===== src/rtl/decode_dispatch_queue.sv =====
// Decode-at-enqueue instruction queue: RV32 words are decoded into class, register
// specifiers and immediate, buffered in order, and dispatched to per-class stations.
module decode_dispatch_queue #(
  parameter int unsigned DEPTH     = 4,
  parameter int unsigned NUM_CLASS = 4,
  parameter int unsigned CNT_W     = 8
) (
  input  logic                         clk,
  input  logic                         rst_n,
  input  logic                         flush,
  input  logic                         in_valid,
  output logic                         in_ready,
  input  logic [31:0]                  instruction,
  input  logic [NUM_CLASS-1:0]         rs_ready,
  output logic                         disp_valid,
  output logic [1:0]                   disp_class,
  output logic [4:0]                   disp_rd,
  output logic [4:0]                   disp_rs1,
  output logic [4:0]                   disp_rs2,
  output logic                         disp_uses_rd,
  output logic                         disp_uses_rs2,
  output logic [31:0]                  disp_imm,
  output logic                         disp_lwsw,
  output logic                         disp_fire,
  output logic [$clog2(DEPTH+1)-1:0]   occupancy,
  output logic [CNT_W-1:0]             illegal_cnt
);

  localparam int unsigned PTR_W = $clog2(DEPTH);
  localparam int unsigned OCC_W = $clog2(DEPTH + 1);

  localparam logic [6:0] OPC_LOAD   = 7'b0000011;
  localparam logic [6:0] OPC_STORE  = 7'b0100011;
  localparam logic [6:0] OPC_OP     = 7'b0110011;
  localparam logic [6:0] OPC_OP_IMM = 7'b0010011;
  localparam logic [6:0] F7_MULDIV  = 7'b0000001;

  localparam logic [1:0] CLS_ALU   = 2'd0;
  localparam logic [1:0] CLS_MUL   = 2'd1;
  localparam logic [1:0] CLS_LOAD  = 2'd2;
  localparam logic [1:0] CLS_STORE = 2'd3;

  typedef struct packed {
    logic [1:0]  cls;
    logic [4:0]  rd;
    logic [4:0]  rs1;
    logic [4:0]  rs2;
    logic        uses_rd;
    logic        uses_rs2;
    logic [31:0] imm;
    logic        lwsw;
  } entry_t;

  entry_t             mem_q [DEPTH];
  entry_t             dec;
  entry_t             head;
  logic               dec_legal;
  logic [PTR_W-1:0]   head_q, head_d;
  logic [PTR_W-1:0]   tail_q, tail_d;
  logic [OCC_W-1:0]   occ_q, occ_d;
  logic [CNT_W-1:0]   cnt_q, cnt_d;
  logic               accept;
  logic               push;

  // funct3 does not influence class or operands in this decoder
  logic unused_funct3;
  assign unused_funct3 = ^instruction[14:12];

  // Full decode of the offered word; unused specifiers stay zero
  always_comb begin
    dec       = '0;
    dec_legal = 1'b0;
    case (instruction[6:0])
      OPC_LOAD: begin
        dec_legal = 1'b1;
        dec.cls   = CLS_LOAD;
        dec.lwsw  = 1'b1;
        dec.rd    = instruction[11:7];
        dec.rs1   = instruction[19:15];
        dec.imm   = {{20{instruction[31]}}, instruction[31:20]};
      end
      OPC_STORE: begin
        dec_legal    = 1'b1;
        dec.cls      = CLS_STORE;
        dec.rs1      = instruction[19:15];
        dec.rs2      = instruction[24:20];
        dec.uses_rs2 = 1'b1;
        dec.imm      = {{20{instruction[31]}}, instruction[31:25], instruction[11:7]};
      end
      OPC_OP: begin
        dec_legal    = 1'b1;
        dec.cls      = (instruction[31:25] == F7_MULDIV) ? CLS_MUL : CLS_ALU;
        dec.rd       = instruction[11:7];
        dec.rs1      = instruction[19:15];
        dec.rs2      = instruction[24:20];
        dec.uses_rs2 = 1'b1;
      end
      OPC_OP_IMM: begin
        dec_legal = 1'b1;
        dec.cls   = CLS_ALU;
        dec.rd    = instruction[11:7];
        dec.rs1   = instruction[19:15];
        dec.imm   = {{20{instruction[31]}}, instruction[31:20]};
      end
      default: ;
    endcase
    dec.uses_rd = (dec.rd != 5'd0);
  end

  assign head       = mem_q[head_q];
  assign in_ready   = (occ_q != OCC_W'(DEPTH)) && !flush;
  assign disp_valid = (occ_q != '0);
  assign disp_fire  = disp_valid && !flush && rs_ready[head.cls];
  assign accept     = in_valid && in_ready;
  assign push       = accept && dec_legal;

  // Pointer, occupancy and illegal-counter next state
  always_comb begin
    head_d = head_q;
    tail_d = tail_q;
    occ_d  = occ_q;
    cnt_d  = cnt_q;
    if (flush) begin
      head_d = '0;
      tail_d = '0;
      occ_d  = '0;
    end else begin
      if (disp_fire) head_d = head_q + PTR_W'(1);
      if (push)      tail_d = tail_q + PTR_W'(1);
      case ({push, disp_fire})
        2'b10:   occ_d = occ_q + OCC_W'(1);
        2'b01:   occ_d = occ_q - OCC_W'(1);
        default: occ_d = occ_q;
      endcase
    end
    if (accept && !dec_legal && (cnt_q != '1)) cnt_d = cnt_q + CNT_W'(1);
  end

  always_ff @(posedge clk or negedge rst_n) begin
    if (!rst_n) begin
      head_q <= '0;
      tail_q <= '0;
      occ_q  <= '0;
      cnt_q  <= '0;
    end else begin
      head_q <= head_d;
      tail_q <= tail_d;
      occ_q  <= occ_d;
      cnt_q  <= cnt_d;
    end
  end

  // Payload storage needs no reset; occupancy qualifies every entry
  always_ff @(posedge clk) begin
    if (push) mem_q[tail_q] <= dec;
  end

  assign disp_class    = head.cls;
  assign disp_rd       = head.rd;
  assign disp_rs1      = head.rs1;
  assign disp_rs2      = head.rs2;
  assign disp_uses_rd  = head.uses_rd;
  assign disp_uses_rs2 = head.uses_rs2;
  assign disp_imm      = head.imm;
  assign disp_lwsw     = head.lwsw;
  assign occupancy     = occ_q;
  assign illegal_cnt   = cnt_q;

endmodule


===== config.mk =====
export PLATFORM = sky130hd
export DESIGN_NAME = decode_dispatch_queue
export DESIGN_NICKNAME = d
export VERILOG_FILES = /design/src/rtl/decode_dispatch_queue.sv
export SDC_FILE = /design/constraint.sdc
export NUM_CORES = 1
export LEC_CHECK = 0
export ABC_AREA = 1
export CAP_MARGIN = 20
export CORE_ASPECT_RATIO = 1.2
export CORE_UTILIZATION = 45
export CTS_CLUSTER_SIZE = 14
export DETAILED_ROUTE_END_ITERATION = 8
export PLACE_DENSITY_LB_ADDON = 0.25
export SETUP_SLACK_MARGIN = 0.1
export SLEW_MARGIN = 20
export SYNTH_ARGS = -nofsm -noshare
export SYNTH_HDL_FRONTEND = slang
export SYNTH_SLANG_ARGS = --single-unit

===== constraint.sdc =====
create_clock -name clk -period 6.5 [get_ports clk]
set_clock_uncertainty 0.1 [all_clocks]
set_input_delay 1.3 -clock clk [delete_from_list [all_inputs] [get_ports clk]]
set_output_delay 1.3 -clock clk [all_outputs]
set_load 0.02 [all_outputs]

# Word level (Yosys, flattened, before mapping)
# Memory sizes are Yosys's and may differ from the RTL's.
# Cells that the tools add are included.
# Widths: inputs -> output; s select.
# word_totals
ff_bits	15
ram_bits	208
in_bits	40
memories	1
# memory_table
memory	depth	word_bits	rd	rd_clocked_by_memory_dff	write_ports	line_no	text
mem_q	4	52	1	0	1	54	entry_t mem_q [DEPTH];
# classes
add_sub_neg	5
magnitude_cmp	1
eq_ne	9
n_mux	19
n_reduce_logical	18
# ops
cell	count
$pmux 32 s2	1
$mux 5	3
$eq 7x6->1 const B	2
$add 8x1->8 const B	1
$mux 2	4
$ne 8x8->1 const B	1
$eq 7x1->1 const B	1
$eq 7x2->1 const B	1
$eq 7x5->1 const B	1
$logic_and 1x1->1	7
$mux 1	7
$pmux 2 s3	1
$pmux 3 s2	1
$reduce_bool 3->1	2
$reduce_bool 5->1	1
$add 2x1->2 const B	2
$reduce_bool 2->1	2
$reduce_or 2->1	2
$reduce_or 4->1	1
$add 3x1->3 const B	1
$lt 2x3->1 const B	1
$mux 3	1
$ne 3x3->1 const B	1
$reduce_or 3->1	1
5 further kinds	6

# Longest topological paths before layout
# Gate-level depths: netlist of the first run.
# depth
depth_word	7
mapped_depth	17
ltp_nobuf	16

# Worst setup path after synthesis of the first run
# OpenSTA, ideal clock, no wires.
# synth_path
path_kind	input port to flip-flop
from	input port flush
to	memory mem_q[0][0] in the netlist's numbering, enable pin
arrival_time_ps	3367
path_slack_ps	2612
path_stages	3
path_buffers	0
path_cell_list	a31oi_2 > nand3_1 > nor2_1
# synth_via
elab_chain_cells	6
# synth_rtl
item	line_no	text
from (decl)	10	input logic flush,
$logic_not 1->1	111	assign in_ready = (occ_q != OCC_W'(DEPTH)) && !flush;
$logic_and 1x1->1	111	
$logic_and 1x1->1	114	assign accept = in_valid && in_ready;
$logic_and 1x1->1	115	assign push = accept && dec_legal;
$mux 1	155	if (push) mem_q[tail_q] <= dec;
$mux 1 (implied by the code)	155	
to (decl)	54	
# Every way passes these cells.

# Final worst setup path of the first run
# layout_path
from	register head_q[1]
to	output port disp_imm[30]
# layout_via
elab_chain_cells	1
# layout_rtl
item	line_no	text
from (decl)	58	logic [PTR_W-1:0] head_q, head_d;
from (signal assigned)	141	head_q <= '0;
from (signal assigned)	146	head_q <= head_d;
$mem_v2 4x52	--	
to (decl)	22	output logic [31:0] disp_imm,
# Every way passes these cells.

==> run_results.csv, run 1 <==
group,metric,value,unit
outcome,status,"completed",
clock_network,post-cts-setup-buffers,0,
critical_path,arrival,2.95,ns
placed_design,place_congestion,0.729,
detailed_routing,firstDrtPassIters,5,
critical_path,crit_required,5.10,ns
global_route,grt.met3_usage,0.0558,
critical_path,slowest_delay,0.77,ns
clock_network,cts_made_buffers,17,
timing,finalSetupTns,0,ns
synth,postSynthAreaPerCell,11.8,sq um
cells_and_area,final_common_cell,"edfxtp_1",
synth,yosysWarnings,0,
cells_and_area,nNetsFinal,650,
critical_path,crit_type,"flip-flop to primary output",
run,max_cap_violations,0,
synth,syn_nets,563,
clock_network,root_buffer,"clkbuf_16",
synth,synth_seq_area_share,0.693,
detailed_routing,wl,13100,um
timing,min_period_over_period,0.670,
global_route,grtUsageMet2,0.327,
detailed_routing,wl_per_cell,16.7,um
critical_path,start_kind,"flip-flop",
power_and_ir_drop,comb_power_share,0.344,
timing,max_slew_margin,0.296,
power_and_ir_drop,p_clk_frac,0.311,
clock_network,clock_path_buffers,2,
clock_network,cts.sinks,143,
placed_design,io_buffers,102,
synth,synth-seq-cells,143,
clock_network,insertion_delay,0.42,ns
timing,tightest_slew,1.05,ns
floorplanning,coreArea,0.0132,sq mm
floorplanning,die_y,129,um
power_and_ir_drop,finalPower,3090,uW
global_route,met1_usage,0.240,
global_route,grt_usage,0.198,
power_and_ir_drop,power_leakage,0.00301,uW
floorplanning,pin_count,106,
cells_and_area,diodes,0,
detailed_routing,vias,4129,
power_and_ir_drop,seqPwrFrac,0.345,
global_route,top_usage_layer,"met2",
floorplanning,chipWidth,108,um
hold_path,worstHoldPathType,"flip-flop to flip-flop",
power_and_ir_drop,netSwitchingFraction,0.328,
cells_and_area,final_area,0.00780,sq mm
synth,synthCells,517,
timing,slew_violations,0,
detailed_routing,viasPerCell,5.26,
global_route,grt_remaining_overflow,0,
synth,synth_cell_types,30,
timing,setup_viol,0,
global_route,grt_pass1_wl,20200,um
power_and_ir_drop,peakVddDrop,0.000331,V
cells_and_area,final_cells,785,
cells_and_area,utilization,0.589,
critical_path,crit_slowest_cell,"dfrtp_1",
critical_path,worstPathCellList,"buf_4, o21ai_0, o22ai_2, clkdlybuf4s50_1",
critical_path,cp-end-kind,"primary output",
floorplanning,rows,46,
cells_and_area,fill_cells,1083,
global_route,antenna_found_initial,1,
critical_path,crit_buf_inv,2,
cells_and_area,drive_gt1_frac,0.0972,
clock_network,path_clk_slew,0.06,ns
clock_network,ctsHoldBuffers,0,
placed_design,dp_cells,751,
cells_and_area,syn2layout_area_growth,28.1,%
placed_design,dpl_cell_area,0.00714,sq mm
global_route,grt_pass1_vias,4070,
timing,layout_min_cycle_time,4.35,ns
synth,syn_area,0.00609,sq mm
power_and_ir_drop,powerDensity,397,mW/mm^2
floorplanning,die_area,0.0140,sq mm
clock_network,tritoncts,"yes",
clock_network,post_cts_resize_count,0,
cells_and_area,layout_common_cells,"128 x edfxtp_1, 102 x clkdlybuf4s50_1, 92 x nor2_1, 63 x o21ai_0, 49 x inv_1",
power_and_ir_drop,p_int,2080,uW
power_and_ir_drop,p_sw,1020,uW
placed_design,hpwl,8000,um
floorplanning,initial_core_util,0.460,
global_route,grt_max_degree,62,
detailed_routing,drt_iter0_markers,373,
critical_path,critical-path-top-delay-family,"buffers and inverters",
timing,hold_violations,0,
critical_path,worst-path-max-fanout,21,
clock_network,htree_levels,4,
timing,max_freq,230,MHz
timing,rsz0062_at_grt,"false",
detailed_routing,antenna_left,0,
detailed_routing,route.detailed.drc,0,
power by group through the flow:
stage	combinational, uW	clock [uW]	sequential, uW
final	1070	961	1070
after global routing	1160	1010	1070
after CTS	1070	975	1070
after detailed placement	1070	0	1080
after global placement	1050	0	1080
after floorplan	659	0	1100
worst reg2reg max path, stage by stage, from the launching register on:
cell and delay (ns):
dfrtp_2 0.50, inv_2 0.13, buf_4 0.54, nand2_1 0.11, nand3_1 0.15, nand3_1 0.10
nand3_1 0.10, nand2_2 0.09, nand3_2 0.11, inv_1 0.07, fa_1 0.37, xnor2_1 0.20
nand4_1 0.11, nand2_1 0.10, nand3_1 0.06, nand2_1 0.07
metrics by stage:
stage | setup slack [ns] | hold slack [ns]
after floorplan | 2.61 | 0.480
after global routing | 1.93 | 0.437
after global placement | 2.20 | 0.386
after detailed placement | 2.18 | 0.405
final | 2.15 | 0.411
after CTS | 1.72 | 0.422
cells in the mapped netlist, drive strengths merged:
library cell | n | area share
xor2 | 5 | 0.0072
o22ai | 35 | 0.036
nand4 | 2 | 0.0021
nor3b | 1 | 0.0012
nor3 | 3 | 0.0025
nand2 | 35 | 0.024
fa | 1 | 0.0033
mux2 | 1 | 0.0018
inv | 53 | 0.033
buf | 22 | 0.028
o21ai | 65 | 0.053
a21oi | 1 | 0.00082
nor2 | 99 | 0.063
clkbuf | 18 | 0.011
edfxtp | 128 | 0.63
xnor2 | 3 | 0.0043
nand3 | 21 | 0.020
clkinv | 1 | 0.00062
dfrtp | 15 | 0.062
ha | 5 | 0.010
nor4 | 1 | 0.0010
a31oi | 2 | 0.0031
registers in the layout, indices dropped and copies added (netlist names):
signal	cells
illegal_cnt	8
tail_q	2
mem_q	128
occupancy	3
head_q	2
final timing paths:
| check | from | endpoint | slack, ns | cells after the start |
|---|---|---|---|---|
| setup / recovery | head_q[1] | disp_imm[30] | 2.15 | 4 |
| hold / removal | illegal_cnt[7] | illegal_cnt[7] | 0.41 | 1 |
| setup reg to reg | head_q[0] | occupancy[2] | 3.52 | 15 |
| hold reg to reg | illegal_cnt[7] | illegal_cnt[7] | 0.41 | 1 |
| max in group asynchronous | rst_n | head_q[0] | 4.60 | 1 |
| min in group asynchronous | rst_n | occupancy[0] | 1.21 | 1 |
cells by family (layout without fill, tap and decap cells):
| kind of cell | after synthesis | in the layout | synth area share |
|---|---|---|---|
| flops | 143 | 143 | 0.693 |
| compound gates | 103 | 103 | 0.0933 |
| buf+inv | 94 | 194 | 0.0727 |
| mux | 1 | 1 | 0.00185 |
| simple gates | 162 | 162 | 0.114 |
| xor+xnor | 8 | 8 | 0.0115 |
| fa+ha+maj | 6 | 6 | 0.0136 |
metal layers:
metal	wire length (um)	share of wire
met1	5590	0.43
met2	6300	0.48
met3	1020	0.078
met4	180	0.014
met5	11	0.00084
area by class of cell:
type / instances / area, sq um / area share
Inverter: 54 / 203 / 0.0260
Multi-Input combinational cell: 280 / 1460 / 0.188
Clock inverter: 14 / 169 / 0.0217
Timing Repair Buffer: 108 / 1110 / 0.142
Clock buffer: 18 / 429 / 0.0550
Sequential cell: 143 / 4220 / 0.541
Tap cell: 168 / 210 / 0.0269
No activity file was read; power rests on OpenSTA's default activity.
==> inputs of run 2 (changes only) <==
==> constraint.sdc (replaced) <==
create_clock -name clk -period 3.6 [get_ports clk]
set_clock_uncertainty 0.1 [all_clocks]
set_input_delay 0.72 -clock clk [delete_from_list [all_inputs] [get_ports clk]]
set_output_delay 0.72 -clock clk [all_outputs]
set_load 0.02 [all_outputs]
==> run 2 against run 1 <==
Critical path depth is 1 higher; critical path type unchanged; register-to-register slack worse by 2.4 ns; wire length is 1.9% higher.
==> run_results.csv, run 2 (synthesis gave the netlist of run 1 again) <==
group,metric,value,unit
outcome,status,"completed",
detailed_routing,drt_iter0_markers,266,
critical_path,arrival,2.54,ns
hold_path,worstHoldPathType,"flip-flop to flip-flop",
floorplanning,die_area,0.0140,sq mm
timing,setup_ws,0.240,ns
floorplanning,die_y,129,um
cells_and_area,final_common_cell,"edfxtp_1",
timing,slew_violations,0,
global_route,grt_max_degree,47,
global_route,antenna_found_initial,0,
power_and_ir_drop,power_leakage,0.00304,uW
global_route,grt_pass1_vias,4077,
global_route,grt_remaining_overflow,0,
detailed_routing,viasPerCell,5.33,
global_route,grt_usage,0.199,
timing,layout_min_cycle_time,3.36,ns
clock_network,post-cts-setup-buffers,0,
placed_design,dp_worst_setup_slack,0.427,ns
clock_network,clock_path_buffers,2,
timing,finalSetupTns,0,ns
cells_and_area,fill_cells,1072,
floorplanning,chipWidth,108,um
cells_and_area,layout_common_cells,"128 x edfxtp_1, 102 x clkdlybuf4s50_1, 92 x nor2_1, 63 x o21ai_0, 49 x inv_1",
cells_and_area,final_cells,791,
detailed_routing,wl,13300,um
critical_path,cp-end-kind,"primary output",
detailed_routing,firstDrtPassIters,5,
floorplanning,rows,46,
cells_and_area,final_area,0.00784,sq mm
run,max_cap_violations,0,
placed_design,hpwl,8400,um
clock_network,tritoncts,"yes",
floorplanning,pin_count,106,
timing,rsz0062_at_grt,"false",
floorplanning,initial_core_util,0.460,
placed_design,io_buffers,102,
placed_design,dpl_cell_area,0.00726,sq mm
floorplanning,coreArea,0.0132,sq mm
timing,setup_viol,0,
clock_network,path_clk_slew,0.06,ns
critical_path,crit_type,"flip-flop to primary output",
placed_design,place_congestion,0.760,
detailed_routing,wl_per_cell,16.9,um
cells_and_area,utilization,0.593,
power_and_ir_drop,powerDensity,710,mW/mm^2
detailed_routing,route.detailed.drc,0,
critical_path,worst-path-max-fanout,38,
cells_and_area,drive_gt1_frac,0.106,
timing,hold_violations,0,
cells_and_area,nNetsFinal,656,
power_and_ir_drop,peakVddDrop,0.000460,V
timing,min_period_over_period,0.933,
placed_design,dp_cells,759,
global_route,grt_pass1_wl,20400,um
detailed_routing,antenna_left,0,
clock_network,root_buffer,"clkbuf_16",
clock_network,insertion_delay,0.42,ns
critical_path,start_kind,"flip-flop",
clock_network,post_cts_resize_count,0,
timing,tightest_slew,0.697,ns
critical_path,crit_required,2.78,ns
timing,max_freq,298,MHz
clock_network,htree_levels,4,
detailed_routing,vias,4215,
clock_network,cts_made_buffers,17,
cells_and_area,diodes,0,
cells_and_area,largest_register_ffs,128,
clock_network,cts.sinks,143,
cells_and_area,regMostFlops,"mem_q",
timing,max_slew_margin,0.534,
clock_network,ctsHoldBuffers,0,
cells_and_area,syn2layout_area_growth,28.8,%
-- run 2: layer usage --
metal | part of all wire | track usage | wire [um] | vias to the layer above
met5 | 0 | 0 | 0 | -
met4 | 0.020 | 0.0709 | 268 | 0
met3 | 0.058 | 0.0423 | 780 | 26
met2 | 0.50 | 0.345 | 6660 | 158
met1 | 0.42 | 0.246 | 5630 | 2054
li1 | - | - | - | 1977
-- run 2: final timing paths --
check,slack (ns),endpoint,cells after the start,startpoint
setup reg to reg,1.08,occupancy[2],14,head_q[1]
min in group asynchronous,0.62,occupancy[0],1,rst_n
setup / recovery,0.24,disp_rd[1],5,head_q[0]
max in group asynchronous,2.29,head_q[0],1,rst_n
hold / removal,0.39,illegal_cnt[7],1,illegal_cnt[7]
hold reg to reg,0.39,illegal_cnt[7],1,illegal_cnt[7]
-- run 2: layout make-up --
type	count	area, sq um	share of cell area
Sequential cell	143	4220	0.538
Multi-Input combinational cell	280	1460	0.186
Timing Repair Buffer	114	1180	0.150
Clock buffer	17	425	0.0542
Tap cell	168	210	0.0268
Inverter	54	203	0.0258
Clock inverter	15	151	0.0193
-- run 2: metrics by stage --
step	power, uW	hold slack [ns]
after floorplan	3180	0.324
after global placement	3890	0.388
after detailed placement	3920	0.394
after CTS	5600	0.401
after global routing	5820	0.410
final	5570	0.394
-- run 2: worst max-delay path: stages (launching register included) --
cell,delay [ns]
dfrtp_2,0.37
buf_6,0.29
buf_4,0.36
o21ai_0,0.14
o22ai_1,0.27
clkdlybuf4s50_1,0.67
-- run 2: report_power, final --
group | internal (uW) | leakage [uW] | switching (uW)
clock | 975 | 0.000275 | 709
sequential | 1840 | 0.00147 | 56.6
combinational | 852 | 0.00129 | 1140
total | 3670 | 0.00304 | 1900
